`config.mk`:
```
export PLATFORM = sky130hd
export DESIGN_NAME = seq_det_ctrl_flat
export DESIGN_NICKNAME = d
export VERILOG_FILES = /design/src/rtl/seq_det_ctrl_if.sv /design/src/rtl/seq_det_ctrl.sv /design/src/flat_wrapper.sv
export SDC_FILE = /design/constraint.sdc
export NUM_CORES = 1
export LEC_CHECK = 0
export ABC_AREA = 1
export BUFFER_PORTS_ARGS = -buffer_cell sky130_fd_sc_hd__buf_2
export CAP_MARGIN = 30
export CORE_MARGIN = 1.5
export CORE_UTILIZATION = 45
export DETAILED_ROUTE_END_ITERATION = 8
export PLACE_DENSITY = 0.64
export SETUP_SLACK_MARGIN = 0.2
export SYNTH_ARGS = -nofsm -noshare
export SYNTH_HDL_FRONTEND = slang
export SYNTH_SLANG_ARGS = --single-unit
```
`constraint.sdc`:
```
create_clock -name clk -period 1.4 [get_ports clk]
set_input_delay 0.14 -clock clk [delete_from_list [all_inputs] [get_ports clk]]
set_output_delay 0.14 -clock clk [all_outputs]
set_load 0.03 [all_outputs]
```
`src/rtl/seq_det_ctrl_if.sv`:
```
`default_nettype none
// ---------------------------------------------------------------------------
// seq_det_ctrl_if : frame handshake and per-frame result bundle
// Rev 1.0
// ---------------------------------------------------------------------------
interface seq_det_ctrl_if #(
  parameter int DATA_W = 8,
  parameter int CNT_W  = 4
);
  logic              frm_valid;
  logic [DATA_W-1:0] frm_data;
  logic              frm_ready;
  logic              res_valid;
  logic [CNT_W-1:0]  res_cnt;
  logic              res_ovf;

  modport master (
    output frm_valid, frm_data,
    input  frm_ready, res_valid, res_cnt, res_ovf
  );

  modport slave (
    input  frm_valid, frm_data,
    output frm_ready, res_valid, res_cnt, res_ovf
  );
endinterface
`default_nettype wire

```
`src/rtl/seq_det_ctrl.sv`:
```
`default_nettype none
// ---------------------------------------------------------------------------
// seq_det_ctrl : serialises frames MSB-first and counts aligned detector hits
// Rev 1.0
// ---------------------------------------------------------------------------
module seq_det_ctrl #(
  parameter int DATA_W  = 8,
  parameter int DET_LAT = 1,
  parameter int CNT_W   = 4
) (
  input  logic         clk,
  input  logic         rst_n,
  seq_det_ctrl_if.slave bus,
  output logic         ser_en_o,
  output logic         ser_bit_o,
  input  logic         det_hit_i,
  output logic         busy_o
);

  localparam int K_W = $clog2(DATA_W + DET_LAT + 1);

  localparam logic [1:0] S_IDLE   = 2'd0;
  localparam logic [1:0] S_SHIFT  = 2'd1;
  localparam logic [1:0] S_DRAIN  = 2'd2;
  localparam logic [1:0] S_REPORT = 2'd3;

  localparam logic [K_W-1:0]   K_SHIFT_END = K_W'(DATA_W - 1);
  localparam logic [K_W-1:0]   K_DRAIN_END = K_W'(DATA_W + DET_LAT - 1);
  localparam logic [CNT_W-1:0] CNT_MAX     = '1;

  logic [1:0]        state_q,     state_d;
  logic [DATA_W-1:0] shift_q,     shift_d;
  logic [K_W-1:0]    k_q,         k_d;
  logic [CNT_W-1:0]  cnt_q,       cnt_d;
  logic              ovf_q,       ovf_d;
  logic              ser_en_q,    ser_en_d;
  logic              ser_bit_q,   ser_bit_d;
  logic              res_valid_q, res_valid_d;
  logic [CNT_W-1:0]  res_cnt_q,   res_cnt_d;
  logic              res_ovf_q,   res_ovf_d;

  logic w_in_win;
  logic w_sample;

  // Window opens DET_LAT cycles after the first bit so each sample lines up with one frame bit
  generate
    if (DET_LAT == 0) begin : g_win_nolat
      assign w_in_win = 1'b1;
    end else begin : g_win_lat
      assign w_in_win = (k_q >= K_W'(DET_LAT));
    end
  endgenerate

  assign w_sample = det_hit_i && w_in_win &&
                    ((state_q == S_SHIFT) || (state_q == S_DRAIN));

  always_comb begin
    logic to_report;
    to_report   = 1'b0;
    state_d     = state_q;
    shift_d     = shift_q;
    k_d         = k_q;
    cnt_d       = cnt_q;
    ovf_d       = ovf_q;
    ser_en_d    = 1'b0;
    ser_bit_d   = 1'b0;
    res_valid_d = 1'b0;
    res_cnt_d   = res_cnt_q;
    res_ovf_d   = res_ovf_q;

    if (w_sample) begin
      if (cnt_q == CNT_MAX) begin
        ovf_d = 1'b1;
      end else begin
        cnt_d = cnt_q + 1'b1;
      end
    end

    case (state_q)
      S_IDLE: begin
        if (bus.frm_valid) begin
          state_d   = S_SHIFT;
          shift_d   = {bus.frm_data[DATA_W-2:0], 1'b0};
          k_d       = '0;
          cnt_d     = '0;
          ovf_d     = 1'b0;
          ser_en_d  = 1'b1;
          ser_bit_d = bus.frm_data[DATA_W-1];
        end
      end
      S_SHIFT: begin
        k_d = k_q + 1'b1;
        if (k_q == K_SHIFT_END) begin
          if (DET_LAT > 0) begin
            state_d = S_DRAIN;
          end else begin
            state_d   = S_REPORT;
            to_report = 1'b1;
          end
        end else begin
          ser_en_d  = 1'b1;
          ser_bit_d = shift_q[DATA_W-1];
          shift_d   = {shift_q[DATA_W-2:0], 1'b0};
        end
      end
      S_DRAIN: begin
        k_d = k_q + 1'b1;
        if (k_q == K_DRAIN_END) begin
          state_d   = S_REPORT;
          to_report = 1'b1;
        end
      end
      default: begin
        state_d = S_IDLE;
      end
    endcase

    // Result captures the count including the final window sample
    if (to_report) begin
      res_valid_d = 1'b1;
      res_cnt_d   = cnt_d;
      res_ovf_d   = ovf_d;
    end
  end

  always_ff @(posedge clk or negedge rst_n) begin
    if (!rst_n) begin
      state_q     <= S_IDLE;
      shift_q     <= '0;
      k_q         <= '0;
      cnt_q       <= '0;
      ovf_q       <= 1'b0;
      ser_en_q    <= 1'b0;
      ser_bit_q   <= 1'b0;
      res_valid_q <= 1'b0;
      res_cnt_q   <= '0;
      res_ovf_q   <= 1'b0;
    end else begin
      state_q     <= state_d;
      shift_q     <= shift_d;
      k_q         <= k_d;
      cnt_q       <= cnt_d;
      ovf_q       <= ovf_d;
      ser_en_q    <= ser_en_d;
      ser_bit_q   <= ser_bit_d;
      res_valid_q <= res_valid_d;
      res_cnt_q   <= res_cnt_d;
      res_ovf_q   <= res_ovf_d;
    end
  end

  assign bus.frm_ready = (state_q == S_IDLE);
  assign bus.res_valid = res_valid_q;
  assign bus.res_cnt   = res_cnt_q;
  assign bus.res_ovf   = res_ovf_q;
  assign ser_en_o      = ser_en_q;
  assign ser_bit_o     = ser_bit_q;
  assign busy_o        = (state_q != S_IDLE);

endmodule
`default_nettype wire

```
`src/flat_wrapper.sv`:
```
// flat-port wrapper written by rule: the top's interface ports become plain ports
module seq_det_ctrl_flat 
#(
  parameter int DATA_W  = 8,
  parameter int DET_LAT = 1,
  parameter int CNT_W   = 4
)
  (clk, rst_n, ser_en_o, ser_bit_o, det_hit_i, busy_o, bus_frm_valid, bus_frm_data, bus_frm_ready, bus_res_valid, bus_res_cnt, bus_res_ovf);
  seq_det_ctrl_if #(.DATA_W(DATA_W), .CNT_W(CNT_W)) bus_i ();
  input  logic clk;
  input  logic rst_n;
  output logic ser_en_o;
  output logic ser_bit_o;
  input  logic det_hit_i;
  output logic busy_o;
  input wire logic [$bits(bus_i.frm_valid)-1:0] bus_frm_valid;
  input wire logic [$bits(bus_i.frm_data)-1:0] bus_frm_data;
  output wire logic [$bits(bus_i.frm_ready)-1:0] bus_frm_ready;
  output wire logic [$bits(bus_i.res_valid)-1:0] bus_res_valid;
  output wire logic [$bits(bus_i.res_cnt)-1:0] bus_res_cnt;
  output wire logic [$bits(bus_i.res_ovf)-1:0] bus_res_ovf;
  assign bus_i.frm_valid = bus_frm_valid;
  assign bus_i.frm_data = bus_frm_data;
  assign bus_frm_ready = bus_i.frm_ready;
  assign bus_res_valid = bus_i.res_valid;
  assign bus_res_cnt = bus_i.res_cnt;
  assign bus_res_ovf = bus_i.res_ovf;
  seq_det_ctrl #(.DATA_W(DATA_W), .DET_LAT(DET_LAT), .CNT_W(CNT_W)) u_core (.clk(clk), .rst_n(rst_n), .bus(bus_i), .ser_en_o(ser_en_o), .ser_bit_o(ser_bit_o), .det_hit_i(det_hit_i), .busy_o(busy_o));
endmodule
```
* Word-level counts from Yosys, hierarchy flattened
Index checks and enable logic that the tools add are counted.
** Storage, ports and cells
- Logic and storage cells :: 59
- Register bits :: 27
- Memories kept :: 0
- Output and inout port bits :: 10
- Memory bits (writable) :: 0
- Latch bits :: 0
- Bits of input ports :: 12
- Memory bits (read-only) :: 0
** Operators by class
- Bitwise logic cells :: 0
- Shifts and indexed selects :: 0
- Divide/modulo/power cells :: 0
- Muxes and demuxes :: 26
- Magnitude comparators :: 1
- Add/sub/neg operators :: 2
- Equal/unequal tests :: 9
- Reductions and logical operators :: 11
- $mul :: 0
** Operators by type and width (count)
- 4-bit 2-to-1 mux :: 5
- 8-bit 2-to-1 mux :: 2
- 8-bit case mux with 2 select lines :: 1
- 1-bit 2-to-1 mux :: 11
- 4-bit by 1-bit adder with 4-bit output (second input constant) :: 2
- 4-bit equality test (second input constant) :: 2
- 2-bit != test (second input constant) :: 4
- 4-bit case mux with 2 select lines :: 1
- 2-bit 2-to-1 mux :: 3
- 2-bit case mux with 3 select lines :: 1
- 3-bit AND reduction :: 2
- 2-bit nonzero test :: 3
- 4-bit by 3-bit equality test with 1-bit output (second input constant) :: 1
- 4-bit by 1-bit greater-or-equal comparator with 1-bit output (second input constant) :: 1
- 1-bit case mux with 2 select lines :: 2
- 2-bit by 1-bit equality test with 1-bit output (second input constant) :: 1
- 2-bit equality test (second input constant) :: 1
- 1-bit logical AND :: 2
- 2-bit zero test :: 1
- 2-bit AND reduction :: 1
- 2-bit OR reduction :: 1
- 1-bit logical OR :: 1

* Depth between registers and ports, before layout
Gate-level depths: netlist (run 1).
- Depth after elaboration :: 6
- Depth in mapped cells :: 10
- Gate-level depth less buffers :: 10

* Worst setup path after synthesis (run 1)
Ideal clock, no wire load.
- Path type :: reg2reg
- From :: reg u_core.state_q[0]
- To :: reg u_core.shift_q[4]
- Path buffers :: 1
- Setup time :: 0.117 ns
- Stages on the path, launching flop included :: 9
- Slack :: -0.376 ns
- Data required time :: 1.283 ns
- Arrival time :: 1.659 ns
- Cells stage by stage :: dfrtp_1 -> inv_1 -> ha_1 -> inv_1 -> nor2_1 -> a21oi_2 -> buf_6 -> nand2_2 -> o21ai_2
** Between the ends
- Longest elaborated chain between the ends :: 3
- Elaborated cells between the ends (all ways) :: 7
- Classes of those cells :: eq/ne: 3; mux: 1; reduce/logical: 3
** Ends and longest elaborated chain
- start: declaration :: line seq_det_ctrl.sv:31 : logic [1:0] state_q, state_d;
- start signal: assignment :: line seq_det_ctrl.sv:139 : state_q <= state_d;
- 2-bit zero test *
- named net bus_frm_ready :: line flat_wrapper.sv:18 : output wire logic [$bits(bus_i.frm_ready)-1:0] bus_frm_ready;
- 2-bit != test (no source line) or 2-bit nonzero test (tied branches)
- 3-bit AND reduction (no source line)
- end signal: assignment :: line seq_det_ctrl.sv:140 : shift_q <= shift_d;
- end: declaration :: line seq_det_ctrl.sv:32 : logic [DATA_W-1:0] shift_q, shift_d;
The timed path passes the listed nets; every way through them passes the cells marked *.
A chain may end at the register's enable or synchronous reset.

* Worst setup path in the final report (run 1)
- From :: reg u_core.state_q[0]
- To :: out busy_o
** Between the ends
- Longest elaborated chain between the ends :: 1
** Ends and longest elaborated chain
- 2-bit nonzero test :: line seq_det_ctrl.sv:158 : assign busy_o = (state_q != S_IDLE);
- end: declaration :: line flat_wrapper.sv:15 : output logic busy_o;
No other way between the ends.

==> flow_summary.yaml, run 1 <==
run_status:
  run_status: "complete, but fails checks"
  violations: "negative setup slack"
setup_path:
  worstPathMaxFanout: 6
  reg2reg_slack_ps: -40
  r2r-end: "u_core.shift_q[1]"
  crit_type: "register to primary output"
  required_ps: 1260
  rr_worst_depth: 7
  critPathLaunchType: "register"
  cp-end-kind: "primary output"
  crit_arrival_ps: 1310
  rr_startpoint: "u_core.state_q[0]"
sta:
  rsz0062_at_grt: "true"
  slew_headroom: 0.599
  slew_violations: 0
  tightest_slew_ps: 601
  hold_slack_ps: 28.2
  min_period_over_period: 1.04
  finalHoldViolCount: 0
  fmax_ghz: 0.688
  skew_ps: 2.16
  layout_setup_ws_ps: -53.9
  period_minus_slack_ps: 1450
  setup_violations: 18
grt:
  grt_overflow_total: 0
  grt_pass1_vias: 1209
  grt_use_total: 0.200
  antenna_found_initial: 0
  grt_first_pass_wirelength_mm: 5.23
  grt_max_degree: 27
power_and_ir_drop:
  swShare: 0.456
  p_int_mw: 3.06
  combinationalPowerShare: 0.679
  ir_drop_mv: 1.48
  powerDensity_nw_per_um2: 2690
  share_seq_of_total_power: 0.226
  total_power_mw: 5.62
  p_sw_mw: 2.56
  power_frac_clock: 0.095
  p_leak_nw: 1.03
detailed_routing:
  drc_errors: 0
  viasPerCell: 5.03
  ant_nets: 0
  routed_wl_mm: 3.42
  post_drt_wl_per_cell_um: 13.7
  drt-initial-drc-count: 40
  vias: 1257
  drtPass1Iterations: 4
synthesis:
  synthMuxAreaShare: 0
  synthCells: 172
  synth-seq-area-share: 0.464
  ys_ff_latch: 26
  ys_warn_count: 0
  synth_fa_ha_area_frac: 0.0624
  syn_area_per_cell_um2: 8.15
  synth_compound_area_frac: 0.128
  synth_nets: 191
  synth_xor_area_frac: 0.00624
  synthSimpleGateAreaFrac: 0.241
  synth_top_family_by_area: "simple AND/OR/NAND/NOR gates"
  netlist_area_um2: 1400
  ys_types: 19
floorplanning:
  core-area_um2: 3000
  die_w_um: 58.8
  die_y_um: 58.8
  num_io_pins: 22
  design.die.area_um2: 3460
  num_rows: 20
  initial_core_util: 0.467
layout:
  multi_input_area_um2: 875
  fillers: 248
  nets: 237
  drive_above_1_share: 0.507
  area_delta_synth_final_pct: 49.2
  antenna_cells: 0
  seq_area_um2: 652
  fin_area_um2: 2090
  final_common_cell: "nand2_1"
  layout_common_cells: "nand2_1 (28), dfrtp_1 (25), inv_1 (21), buf_2 (19), buf_4 (15)"
worst_hold_path:
  min_from: "bus_frm_data[7]"
  hold_path.class: "primary input to register"
  min_to: "u_core.ser_bit_o"
  holdPathStages: 3
clock_tree:
  cts.sinks: 26
  cts_tree: "built"
  cts_root_buf: "clkbuf_4"
  numCtsBuffers: 3
  path_clk_slew_ps: 150
  clock_path_buffers: 2
  h-tree-depth: 1
  clk_latency_ps: 330
placement:
  dp_hpwl_mm: 2.18
  place_ws_ps: -13.2
  place_area_um2: 1660
  gp_congestion: 0.842
  io_buffers: 21
job:
  cap_viol_max_count: 0
-- sequential cells by signal, indices dropped and copies added, names as in the netlist --
signal                cells
u_core.ser_en_o           1
u_core.bus.res_cnt        4
u_core.cnt_q              4
u_core.shift_q            7
u_core.bus.res_ovf        1
u_core.state_q            2
u_core.bus.res_valid      1
u_core.ovf_q              1
u_core.ser_bit_o          1
u_core.k_q                4
-- cells in the mapped netlist --
cell type / n / area share
nor3_1: 1 / 0.0036
nor2_1: 11 / 0.029
nand3_1: 13 / 0.046
a21oi_1: 4 / 0.014
nand2_2: 3 / 0.013
ha_1: 7 / 0.062
buf_6: 1 / 0.0080
a21oi_2: 1 / 0.0062
nor2_4: 1 / 0.0080
dfrtp_1: 26 / 0.46
o21ai_2: 11 / 0.069
inv_1: 31 / 0.083
nand3b_1: 1 / 0.0054
nand2_1: 42 / 0.11
o21ai_0: 11 / 0.039
xor2_1: 1 / 0.0062
and3_1: 2 / 0.0089
buf_2: 2 / 0.0071
nand4_1: 3 / 0.013
-- cells by family (layout without fill, tap and decap cells) --
kind of cell | count (synthesis) | after routing
AOI/OAI and AO/OA | 27 | 27
xor gates and xnor gates | 1 | 1
adders and majority gates | 7 | 7
buffers and inverters | 34 | 79
DFF | 26 | 26
and+or+nand+nor | 77 | 77
-- stage by stage --
stage                     setup TNS (ps)   util  cells
final                               -337  0.697    250
after global routing               -2090  0.697    250
after CTS                          -57.6  0.633    242
after detailed placement           -13.2  0.554    230
after global placement                 0  0.554    230
after floorplan                     -575      -    172
-- layout make-up --
class                      instances  share of cell area
timing repair buffer              44               0.163
sequential                        26               0.312
multi-input combinational        112               0.418
inverter                          31              0.0622
clock inverter                     1              0.0144
tap                               33              0.0197
clock buffer                       3              0.0108
-- worst max-delay path, cell delays in order, from the launching register on --
cell and delay [ps]:
dfrtp_1 440, inv_2 90, ha_4 170, clkinvlp_4 130, buf_6 150
-- how the worst max path moves through the flow --
stage / end / from / slack [ps]
final: busy_o / u_core.state_q[0] / -50
after global routing: u_core.k_q[3] / u_core.k_q[0] / -150
after CTS: busy_o / u_core.state_q[0] / -40
after detailed placement: u_core.shift_q[1] / u_core.k_q[0] / -10
after global placement: u_core.shift_q[1] / u_core.k_q[0] / 80
after floorplan: u_core.shift_q[4] / u_core.state_q[0] / -100
-- layer usage --
layer / global-route usage / vias to the layer above / routed length [um]
met4: 0.0617 / 0 / 41
met3: 0.0308 / 6 / 120
li1: - / 633 / -
met5: 0 / - / 0
met2: 0.363 / 28 / 1800
met1: 0.242 / 590 / 1460
-- power by group through the flow --
stage / clock [mW] / combinational, mW / sequential, mW
global route: 0.574 / 4.14 / 1.31
CTS: 0.542 / 3.17 / 1.24
global placement: 0 / 2.51 / 1.25
floorplan: 0 / 1.76 / 1.41
detailed placement: 0 / 2.58 / 1.26
finish: 0.534 / 3.82 / 1.27
-- what timing repair did --
action                                  in CTS  in global routing
pin swaps                                   18                 19
gates cloned                                 0                  1
hold endpoints to repair                    26                  0
endpoints found under the setup margin      26                 27
hold buffers                                 1                  0
buffers inserted                             7                  7
gates resized for setup                     34                 30
Power figures use the tool's default switching activity.
==> run 2: changes to the inputs <==
--- a/config.mk
+++ b/config.mk
@@ -8,6 +8,7 @@
 export ABC_AREA = 1
 export BUFFER_PORTS_ARGS = -buffer_cell sky130_fd_sc_hd__buf_2
 export CAP_MARGIN = 30
+export CORE_ASPECT_RATIO = 1.4
 export CORE_MARGIN = 1.5
 export CORE_UTILIZATION = 45
 export DETAILED_ROUTE_END_ITERATION = 8
==> run 2 against run 1 <==
Compared with the run above: the run still ends with negative setup slack left; core utilization is 2.8 points higher; final area up 0.66%; sequential cell count unchanged; via count rose by 3.5%; final cell count up 3.6%; wire length increased by 3.0%; fmax down 2.6%; critical path depth grew 3; setup slack lost 39 ps; global-route usage grew 0.61 points; register-to-register slack got worse by 50 ps; critical endpoint is now u_core.shift_q[6].
==> flow_summary.yaml, run 2 (synthesis results as in run 1) <==
clock_tree:
  clock_path_buffers: 2
  numCtsBuffers: 3
  cts_root_buf: "clkbuf_8"
  h-tree-depth: 1
  clk_latency_ps: 270
  cts_tree: "built"
  cts.sinks: 26
  path_clk_slew_ps: 90
sta:
  skew_ps: 5.15
  fmax_ghz: 0.670
  setup_violations: 14
  rsz0062_at_grt: "true"
  finalHoldViolCount: 0
  tightest_slew_ps: 589
  min_period_over_period: 1.07
  slew_violations: 0
  slew_headroom: 0.607
  period_minus_slack_ps: 1490
  layout_setup_ws_ps: -93.4
setup_path:
  slowest_stage: "dfrtp_1"
  slowest_delay_ps: 410
  crit_arrival_ps: 1660
  crit_chain: "ha_2 > nand2_2 > o21ai_2 > buf_4 > a21oi_4 > clkbuf_16 > o21ai_2"
  crit_type: "register to register"
  cp-end-kind: "register"
  required_ps: 1570
  critPathLaunchType: "register"
  worstPathMaxFanout: 7
  path_common_cell: "o21ai_2"
power_and_ir_drop:
  powerDensity_nw_per_um2: 2710
  ir_drop_mv: 2.34
  p_leak_nw: 1.02
  total_power_mw: 5.70
floorplanning:
  core-area_um2: 2910
  die_y_um: 69.1
  num_rows: 23
  design.die.area_um2: 3470
  num_io_pins: 22
  die_w_um: 50.2
  initial_core_util: 0.483
job:
  cap_viol_max_count: 0
layout:
  antenna_cells: 0
  seq_area_um2: 651
  final_cells: 259
  largest_reg_flops: 7
  multi_input_area_um2: 817
  drive_above_1_share: 0.505
  final_common_cell: "nand2_1"
  top_register: "u_core.shift_q"
  nets: 242
  layout_common_cells: "nand2_1 (32), dfrtp_1 (26), inv_1 (19), buf_2 (19), buf_4 (17)"
  area_delta_synth_final_pct: 50.1
  fillers: 220
detailed_routing:
  vias: 1301
  routed_wl_mm: 3.53
  drt-initial-drc-count: 21
  drc_errors: 0
  post_drt_wl_per_cell_um: 13.6
  ant_nets: 0
  drtPass1Iterations: 4
  viasPerCell: 5.02
grt:
  antenna_found_initial: 0
  grt_pass1_vias: 1311
  grt_first_pass_wirelength_mm: 5.66
  grt_max_degree: 27
  grt_use_total: 0.207
  grt_overflow_total: 0
placement:
  gp_congestion: 0.819
  placed_cells: 234
  io_buffers: 21
  dp_hpwl_mm: 2.18
run_status:
  violations: "negative setup slack"
  run_status: "complete, but fails checks"
worst_hold_path:
  hold_path.class: "primary input to register"
run 2: cell types whose count changed in the layout (fill, tap and decap cells not counted), moves of 3 or more:
| cell | delta |
|---|---|
| buf_6 | +3 |
| ha_1 | -3 |
| clkbuf_4 | -3 |
| clkbuf_8 | +3 |
| nand3_2 | -3 |
| nand2_1 | +4 |
| o21ai_1 | -7 |
| ha_2 | +3 |
| o21ai_0 | +6 |
| nand2_4 | -5 |
| nand3_1 | +3 |
run 2: worst max-delay path, delay by kind of cell (launching register included):
family	cells	cell delay [ps]
AOI/OAI and AO/OA	3	330
DFF	1	410
buffers and inverters	2	340
and+or+nand+nor	1	90
adders and majority gates	1	220
run 2: repair_timing:
item / 4_1_cts / 5_1_grt
pin swaps: 11 / 18
hold buffers: 1 / 0
gates resized for setup: 22 / 30
setup endpoints to repair: 26 / 28
cloned: 0 / 2
hold endpoints to repair: 26 / 0
setup buffers: 11 / 7
run 2: stage by stage:
stage	utilization	area (um2)	TNS [ps]	worst slack [ps]	hold WS, ps
finish	0.724	2110	-708	-93.4	90.1
global route	0.724	2110	-1980	-116	89.6
CTS	0.660	1920	0	32.0	86.2
detailed placement	0.574	1670	-34.6	-34.6	179
global placement	0.574	1670	0	20.8	167
floorplan	-	1480	-575	-96.2	-156
run 2: cell type report:
| type | instances | share of cell area |
|---|---|---|
| clock buffers | 3 | 0.0196 |
| repair buffers | 49 | 0.185 |
| flip-flops and latches | 26 | 0.309 |
| well taps | 37 | 0.0220 |
| clock inverters | 1 | 0.0143 |
| multi-input cells | 112 | 0.388 |
| inverters | 31 | 0.0618 |
run 2: metal layers:
layer,routed length [um],global-route usage,vias up
met3,75,0.0216,2
met2,2010,0.385,20
li1,-,-,644
met1,1420,0.240,635
met5,0,0,-
met4,17,0.0586,0
run 2: path summary, 6_finish.rpt:
kind                                             from                    end  slack [ps]  depth (start not counted)
worst max-delay path                    u_core.k_q[1]      u_core.shift_q[6]         -90                          7
worst min-delay path                  bus_frm_data[7]       u_core.ser_bit_o          90                          3
worst max register to register          u_core.k_q[1]      u_core.shift_q[6]         -90                          7
worst min register to register  u_core.bus.res_cnt[2]  u_core.bus.res_cnt[2]         480                          2
max in group asynchronous                       rst_n        u_core.cnt_q[3]         620                          2
min in group asynchronous                       rst_n          u_core.k_q[3]         400                          2
run 2: where the power goes:
| part | leakage, nW | total [mW] | switching [mW] | internal, mW |
|---|---|---|---|---|
| registers | 0.318 | 1.25 | 0.185 | 1.06 |
| logic | 0.665 | 3.83 | 2.07 | 1.76 |
| clock network | 0.0357 | 0.620 | 0.238 | 0.382 |
| total | 1.02 | 5.70 | 2.49 | 3.21 |
